[config.mk]
export PLATFORM = sky130hd
export DESIGN_NAME = pc_sequencer
export DESIGN_NICKNAME = d
export VERILOG_FILES = /design/src/rtl/pc_sequencer.sv
export SDC_FILE = /design/constraint.sdc
export NUM_CORES = 1
export LEC_CHECK = 0
export CORE_AREA = 8 8 45 47
export DETAILED_ROUTE_END_ITERATION = 6
export DIE_AREA = 0 0 53 55
export GPL_TIMING_DRIVEN = 1
export SLEW_MARGIN = 20
export SYNTH_ARGS = -nofsm -noshare
export SYNTH_HDL_FRONTEND = slang
export SYNTH_SLANG_ARGS = --single-unit
[constraint.sdc]
create_clock -name Clk -period 1.3 [get_ports Clk]
set_input_delay 0.26 -clock Clk [delete_from_list [all_inputs] [get_ports Clk]]
set_output_delay 0.26 -clock Clk [all_outputs]
set_load 0.005 [all_outputs]
[src/rtl/pc_sequencer.sv]
// Fetch/decode controller for a tri-state program counter and the shared
// address/data bus, with bounded memory wait and a sticky timeout fault.
module pc_sequencer #(
    parameter int unsigned FetchWaitMax = 15
) (
    input  logic       Clk,
    input  logic       Reset,
    input  logic       Start,
    input  logic       MemReady,
    input  logic       IsHalt,
    input  logic       IsJump,
    input  logic       CondMet,
    output logic       PC_OE,
    output logic       PC_Load,
    output logic       PC_Enable,
    output logic       MemRd,
    output logic       IR_Load,
    output logic       Halted,
    output logic       Fault,
    output logic [2:0] State
);

    localparam int unsigned CntW = (FetchWaitMax == 0) ? 1 : $clog2(FetchWaitMax + 1);
    localparam logic [CntW-1:0] CntMax = CntW'(FetchWaitMax);

    typedef enum logic [2:0] {
        S_IDLE   = 3'd0,
        S_FETCH  = 3'd1,
        S_DECODE = 3'd2,
        S_JUMP   = 3'd3,
        S_HALT   = 3'd4,
        S_FAULT  = 3'd5
    } state_t;

    state_t          state;
    state_t          state_next;
    logic [CntW-1:0] cnt;
    logic [CntW-1:0] cnt_next;

    // State and wait counter; reset wins over everything, including FAULT.
    always_ff @(posedge Clk) begin
        if (!Reset) begin
            state <= S_IDLE;
            cnt   <= '0;
        end else begin
            state <= state_next;
            cnt   <= cnt_next;
        end
    end

    // Counter only survives while waiting in FETCH, so every FETCH entry sees zero.
    always_comb begin
        state_next = state;
        cnt_next   = '0;
        PC_OE      = 1'b1;
        PC_Load    = 1'b1;
        PC_Enable  = 1'b0;
        MemRd      = 1'b0;
        IR_Load    = 1'b0;
        Halted     = 1'b0;
        Fault      = 1'b0;
        case (state)
            S_IDLE: begin
                if (Start) state_next = S_FETCH;
            end
            S_FETCH: begin
                PC_OE = 1'b0;
                MemRd = 1'b1;
                if (MemReady) begin
                    IR_Load    = 1'b1;
                    PC_Enable  = 1'b1;
                    state_next = S_DECODE;
                end else if (cnt == CntMax) begin
                    state_next = S_FAULT;
                end else begin
                    cnt_next = cnt + CntW'(1);
                end
            end
            S_DECODE: begin
                if (IsHalt)                 state_next = S_HALT;
                else if (IsJump && CondMet) state_next = S_JUMP;
                else                        state_next = S_FETCH;
            end
            S_JUMP: begin
                // PC off the bus so the operand source can drive the target.
                PC_Load    = 1'b0;
                state_next = S_FETCH;
            end
            S_HALT: begin
                Halted = 1'b1;
                if (Start) state_next = S_FETCH;
            end
            S_FAULT: begin
                Fault = 1'b1;
            end
            default: begin
                state_next = S_IDLE;
            end
        endcase
    end

    assign State = 3'(state);

endmodule

==> results of run 1 <==
## stage by stage
stage          util [%]  hold slack, ns  TNS [ns]  cells  area (um2)
4_1_cts            46.9           0.451    -0.661     89         649
6_report           47.6           0.450    -0.588     89         658
5_1_grt            47.6           0.504    -0.929     89         658
3_3_place_gp       44.4           0.435     -1.85     83         614
3_5_place_dp       44.4           0.444     -1.87     83         614
2_1_floorplan         -           0.411         0     46         397
## where the power goes
part	internal, mW	switching [mW]	total, mW
Sequential	0.228	0.00798	0.236
Combinational	0.163	0.109	0.272
Clock	0.117	0.0760	0.193
## cell usage after synthesis
cell	number
nand4_1	1
nand2_1	6
nor2b_1	3
mux2i_1	1
buf_4	1
and2b_1	1
a21o_1	1
o22ai_1	1
dfxtp_1	7
and3_1	2
nand3b_1	2
xor2_1	2
inv_1	1
o31ai_4	1
o21ai_0	2
or2_1	1
a21boi_1	1
nand3_1	2
and2_1	3
and2b_2	1
nor3b_1	1
inv_2	1
nor2_1	3
ha_1	1
## layer usage
metal | up-vias | wire [um] | GRT usage [%]
li1 | 211 | - | -
met1 | 175 | 422 | 8.07
met2 | 7 | 546 | 14.1
met3 | 0 | 26 | 3.48
met4 | 0 | 0 | 2.59
met5 | - | 0 | 0
## placed cells by master (no fill, tap or decap), types with 2 or more instances in the layout
cell             n
nand2_1          6
clkbuf_4         3
nand3b_1         2
dlygate4sd2_1    3
nor2_1           3
dfxtp_1          5
nor2b_1          3
and3_1           2
buf_2            3
clkdlybuf4s50_1  6
o21ai_0          2
xor2_1           2
and2_1           2
buf_4            6
buf_6            6
nand3_1          2
## timing repair
item / in CTS / in global routing
gates resized for setup: 38 / 2
setup endpoints to repair: 11 / 8
setup buffers: 2 / 0
## state kept, by name (all words and copies together), names as in the netlist
name,flops
cnt,4
State,3
## path summary, 6_finish.rpt
kind	cells past startpoint	slack, ns	startpoint	end
setup / recovery	4	-0.18	State[1]$_SDFFE_PN0P_	PC_Enable
hold / removal	1	0.45	cnt[0]$_SDFF_PP0_	cnt[0]$_SDFF_PP0_
setup reg to reg	6	-0.02	State[1]$_SDFFE_PN0P_	State[0]$_SDFFE_PN0P_
hold reg to reg	1	0.45	cnt[0]$_SDFF_PP0_	cnt[0]$_SDFF_PP0_
## layout make-up
type                            instances  area, um2  area share [%]
Sequential cell                         7        145            22.1
Timing Repair Buffer                   24        214            32.5
Multi-Input combinational cell         36        245            37.3
Tap cell                               16       20.0            3.04
Clock buffer                            4       26.3            3.99
Inverter                                2       7.51            1.14
## worst reg2reg max path, stage by stage (launching register included)
cell and delay (ns):
dfxtp_2 0.31, and2b_1 0.19, and2b_2 0.18, inv_2 0.05, buf_6 0.11, o31ai_4 0.22, mux2i_1 0.20
## cell families after synthesis
kind of cell             after synthesis
AND/OR/NAND/NOR                       26
flip-flops                             7
AO/OA/AOI/OAI                          6
buffers and inverters                  3
XOR/XNOR                               2
multiplexers                           1
adder cells (fa/ha/maj)                1
==> flow_summary.yaml, run 1 <==
cts:
  cts_max_level: 1
  cts.sinks: 7
  cts_tree: "yes"
  ctsHoldBuffers: 0
  clk_latency_ns: 0.25
  root_buffer: "clkbuf_4"
  clockBufferDepth: 2
  clk_pin_slew_ns: 0.05
  cts-buffers-inserted: 3
status:
  status: "finished, violations left"
  violations: "setup timing"
yosys:
  yosysWarningCount: 0
  synth.mux.area_fraction_pct: 2.55
  yosys-top-cells-area: "dfxtp_1 36%, nand2_1 5.7%, o31ai_4 5.4%"
  syn_nets: 54
  synth_cell_types: 24
  ys_seq_elements: 7
  ys_seq_area_share_pct: 35.7
  synth-simple-area-share_pct: 36.9
  synth_area_um2: 393
  synthXorXnorAreaFrac_pct: 4.46
  yosysTopAreaCell: "dfxtp_1"
  synth_adder_area_share_pct: 3.18
  yosysTopAreaCellShare_pct: 35.7
  postSynthCellCount: 46
  syn_area_per_cell_um2: 8.54
  synth-compound-area-share_pct: 13.4
  synth_top_family_by_area: "simple AND/OR/NAND/NOR gates"
timing:
  finalCriticalPeriod_ns: 1.48
  fin_crit_sh_pct: 114
  maxSlewViolCount: 0
  slew_headroom_pct: 84.1
  fmaxAchievable_mhz: 677
  worstMarginPinSlew_ns: 0.238
  setup_violations: 6
  skew_ns: 0.00318
  rsz0062_at_grt: "yes"
  setup_slack_ns: -0.176
  finalHoldViolCount: 0
critical_path:
  cp-end-kind: "primary output"
  crit_chain: "and2b_1 -> and2b_2 -> and2_4 -> buf_6"
  critPathMaxStageDelay_ns: 0.32
  start_kind: "flop"
  arrival_ns: 1.22
  crit_buf_inv: 1
  critPathSlowestCell: "dfxtp_2"
  cp.required_ns: 1.04
  path_max_fanout: 3
  path_delay_family: "simple AND/OR/NAND/NOR gates"
  worstSetupPathType: "flop to primary output"
die:
  initial_core_util_pct: 28.4
  die_area_mm2: 0.00292
  ios: 17
  fp-row-count: 14
  die_height_um: 55
  die-width_um: 53
  core_mm2: 0.00138
drt:
  vias: 393
  avgRoutedWirePerCell_um: 11.2
  drt_iter0_drc: 6
  first_pass_iters: 2
  drc_errors: 0
  drtAntennaViolNets: 0
  wl_um: 996
  viasPerCell: 4.42
power:
  p_leak_nw: 0.312
  ir_drop_uv: 602
  power_mw: 0.701
  power_density_mw_per_mm2: 1060
place:
  dp_slack_ns: -0.338
  place_congestion: 0.740
  dp_hpwl_um: 801
  io_buffers: 16
final_layout:
  antenna_cells: 0
  nFillCells: 141
  nets: 82
  layout-drive-gt1-share_pct: 34.2
  syn2layout_area_growth_pct: 67.5
global_route:
  first_global_vias: 367
  antenna_found_initial: 0
  grt_remaining_overflow: 0
  grt_max_degree: 9
  grt_pass1_wl_mm: 1.70
  grt_use_total_pct: 7.87
run:
  maxCapViolations: 0
min_path:
  min_path_type: "flop to flop"
Note: power is estimated with default switching activity, not from simulation.
==> run 2, diff against run 1 <==
--- a/config.mk
+++ b/config.mk
@@ -5,6 +5,7 @@
 export SDC_FILE = /design/constraint.sdc
 export NUM_CORES = 1
 export LEC_CHECK = 0
+export ABC_AREA = 1
 export CORE_AREA = 8 8 45 47
 export DETAILED_ROUTE_END_ITERATION = 6
 export DIE_AREA = 0 0 53 55
==> flow_summary.yaml, run 2 <==
critical_path:
  start_kind: "flop"
  cp.required_ns: 1.04
  crit_buf_inv: 4
  critPathSlowestCell: "dfxtp_2"
  critPathLaunch: "State[1]$_SDFFE_PN0P_"
  critPathMaxStageDelay_ns: 0.34
  r2r_start: "State[0]$_SDFFE_PN0P_"
  crit_chain: "buf_6 -> buf_6 -> nand2_4 -> nor2_4 -> inv_1 -> buf_2"
  r2r_cells: 8
  path_max_fanout: 4
  arrival_ns: 1.08
  r2r_slack_ns: 0.07
  cpMostUsedCell: "buf_6"
  worstSetupPathType: "flop to primary output"
  r2r-end: "State[0]$_SDFFE_PN0P_"
  path_delay_family: "buffers and inverters"
  cp-end-kind: "primary output"
place:
  dp_hpwl_um: 882
  place_congestion: 0.709
  io_buffers: 16
  place_area_um2: 668
global_route:
  antenna_found_initial: 0
  top_usage_layer: "met2"
  use_met1_pct: 7.63
  grt_pass1_wl_mm: 2.13
  grt_remaining_overflow: 0
  use_met2_pct: 20.7
  grt_use_total_pct: 10.2
  met3_usage_pct: 3.21
  first_global_vias: 550
  grt_max_degree: 6
die:
  ios: 17
  die_height_um: 55
  fp-row-count: 14
  core_mm2: 0.00138
  die-width_um: 53
  die_area_mm2: 0.00292
  initial_core_util_pct: 28.8
min_path:
  hold_path_depth: 1
  hp-start: "cnt[0]$_SDFF_PP0_"
  min_to: "cnt[0]$_SDFF_PP0_"
  min_path_type: "flop to flop"
yosys:
  syn_area_per_cell_um2: 6.74
  postSynthCellCount: 59
  synth_most_common_cell: "nor2_1"
  yosysTopAreaCellShare_pct: 35.2
  ys_seq_area_share_pct: 35.2
  synth-edff-count: 0
  ys_seq_elements: 7
  yosys-top-cells-area: "dfxtp_1 35%, nor2_1 12%, inv_1 8.5%"
  synth_area_um2: 398
  yosysWarningCount: 0
  yosys-top-cells-count: "13 x nor2_1, 9 x inv_1, 9 x nand2_1, 7 x dfxtp_1, 6 x nand3_1"
  synth_cell_types: 18
  async_flop_share_pct: 0
  synth_ff_type: "dfxtp_1"
  syn_nets: 67
  yosysTopAreaCell: "dfxtp_1"
timing:
  finalCriticalPeriod_ns: 1.34
  slew_headroom_pct: 88.1
  worstMarginPinSlew_ns: 0.178
  setup_violations: 5
  finalHoldViolCount: 0
  setup_slack_ns: -0.0406
  fin_crit_sh_pct: 103
  skew_ns: 0.00212
  rsz0062_at_grt: "yes"
  fmaxAchievable_mhz: 746
  maxSlewViolCount: 0
  tns_ns: -0.143
final_layout:
  nets: 105
  layout-drive-gt1-share_pct: 52.1
  top_register: "cnt"
  syn2layout_area_growth_pct: 97.2
  layout_commonest_cell: "buf_4"
  final_cell_mix: "11 x buf_4, 10 x nor2_1, 10 x buf_6"
  antenna_cells: 0
  largest_reg_flops: 4
  stdcell_area_um2: 785
drt:
  viasPerCell: 4.47
  first_pass_iters: 3
  drtAntennaViolNets: 0
  drc_errors: 0
  drt_iter0_drc: 7
  vias: 501
  avgRoutedWirePerCell_um: 12.6
  wl_mm: 1.42
cts:
  clk_pin_slew_ns: 0.05
  cts.sinks: 7
  clk_latency_ns: 0.25
  cts_max_level: 1
  cts-buffers-inserted: 3
  ctsHoldBuffers: 0
  clockBufferDepth: 2
  root_buffer: "clkbuf_4"
  cts_tree: "yes"
status:
  violations: "setup timing"
  status: "finished, violations left"
run:
  maxCapViolations: 0
power:
  ir_drop_uv: 597
  power_density_mw_per_mm2: 1120
  p_leak_nw: 0.391
run 2: cell types whose count changed in the layout (fill, tap and decap cells not counted), sizes merged, moves of 2 or more:
cell,change
and2,-3
nand3,+5
and2b,-2
nor2,+13
and3,-2
nand2,+4
a21oi,+2
buf,+11
nand3b,-2
dlygate4sd2,-2
nor2b,-3
o21ai,-2
inv,+9
run 2: area by class of cell:
| cell class | count | area, um2 |
|---|---|---|
| clock buffer | 4 | 26.3 |
| fill | 144 | 599 |
| inverter | 11 | 43.8 |
| multi-input combinational | 40 | 254 |
| sequential | 7 | 146 |
| tap | 16 | 20.0 |
| timing repair buffer | 34 | 294 |
run 2: repair_timing:
action,CTS,global route
setup buffers,7,3
pin swaps,5,7
setup endpoints to repair,10,14
resized for setup,56,9
run 2: power by group:
| group | switching, mW | total [mW] | internal, mW | leakage, nW |
|---|---|---|---|---|
| clock | 0.0774 | 0.194 | 0.117 | 0.0150 |
| sequential | 0.0213 | 0.256 | 0.235 | 0.0584 |
| combinational | 0.189 | 0.431 | 0.242 | 0.317 |
| total | 0.288 | 0.882 | 0.594 | 0.391 |
run 2: through the flow:
| stage | worst slack (ns) | utilization, % | total power, mW | cells | hold slack [ns] |
|---|---|---|---|---|---|
| 5_1_grt | -0.118 | 56.7 | 0.942 | 112 | 0.485 |
| 6_report | -0.0406 | 56.7 | 0.882 | 112 | 0.448 |
| 2_1_floorplan | 0.106 | - | 0.377 | 59 | 0.412 |
| 4_1_cts | -0.0768 | 55.5 | 0.862 | 113 | 0.454 |
| 3_5_place_dp | -0.456 | 48.3 | 0.576 | 103 | 0.442 |
| 3_3_place_gp | -0.391 | 48.3 | 0.571 | 103 | 0.437 |
run 2: worst max path at each step:
stage,endpoint,slack [ns],depth (start not counted)
2_1_floorplan,PC_Enable,0.11,3
3_3_place_gp,IR_Load,-0.39,4
3_5_place_dp,PC_Enable,-0.46,4
4_1_cts,PC_Load,-0.08,6
5_1_grt,PC_Load,-0.12,6
6_report,PC_Load,-0.04,6
run 2: layer usage:
layer | vias to the layer above | part of all wire [%]
met5 | - | 0
met4 | 0 | 2.0
met3 | 3 | 7.9
met2 | 14 | 54
met1 | 230 | 36
li1 | 254 | -
run 2: cell families (layout without fill, tap and decap cells):
group,count (synthesis),after routing,synth area share (%)
buffers and inverters,12,49,12.3
adders and majority gates,1,1,3.14
and+or+nand+nor,34,34,39.6
AOI/OAI and AO/OA,3,3,5.35
xor gates and xnor gates,2,2,4.40
DFF,7,7,35.2
run 2: worst register-to-register path: stages (launching register included):
cell	delay, ns
dfxtp_4	0.37
buf_6	0.13
buf_4	0.13
nor2_1	0.14
nand2_1	0.08
nand2_1	0.08
nor2_2	0.04
nand2_1	0.09
a21oi_2	0.06
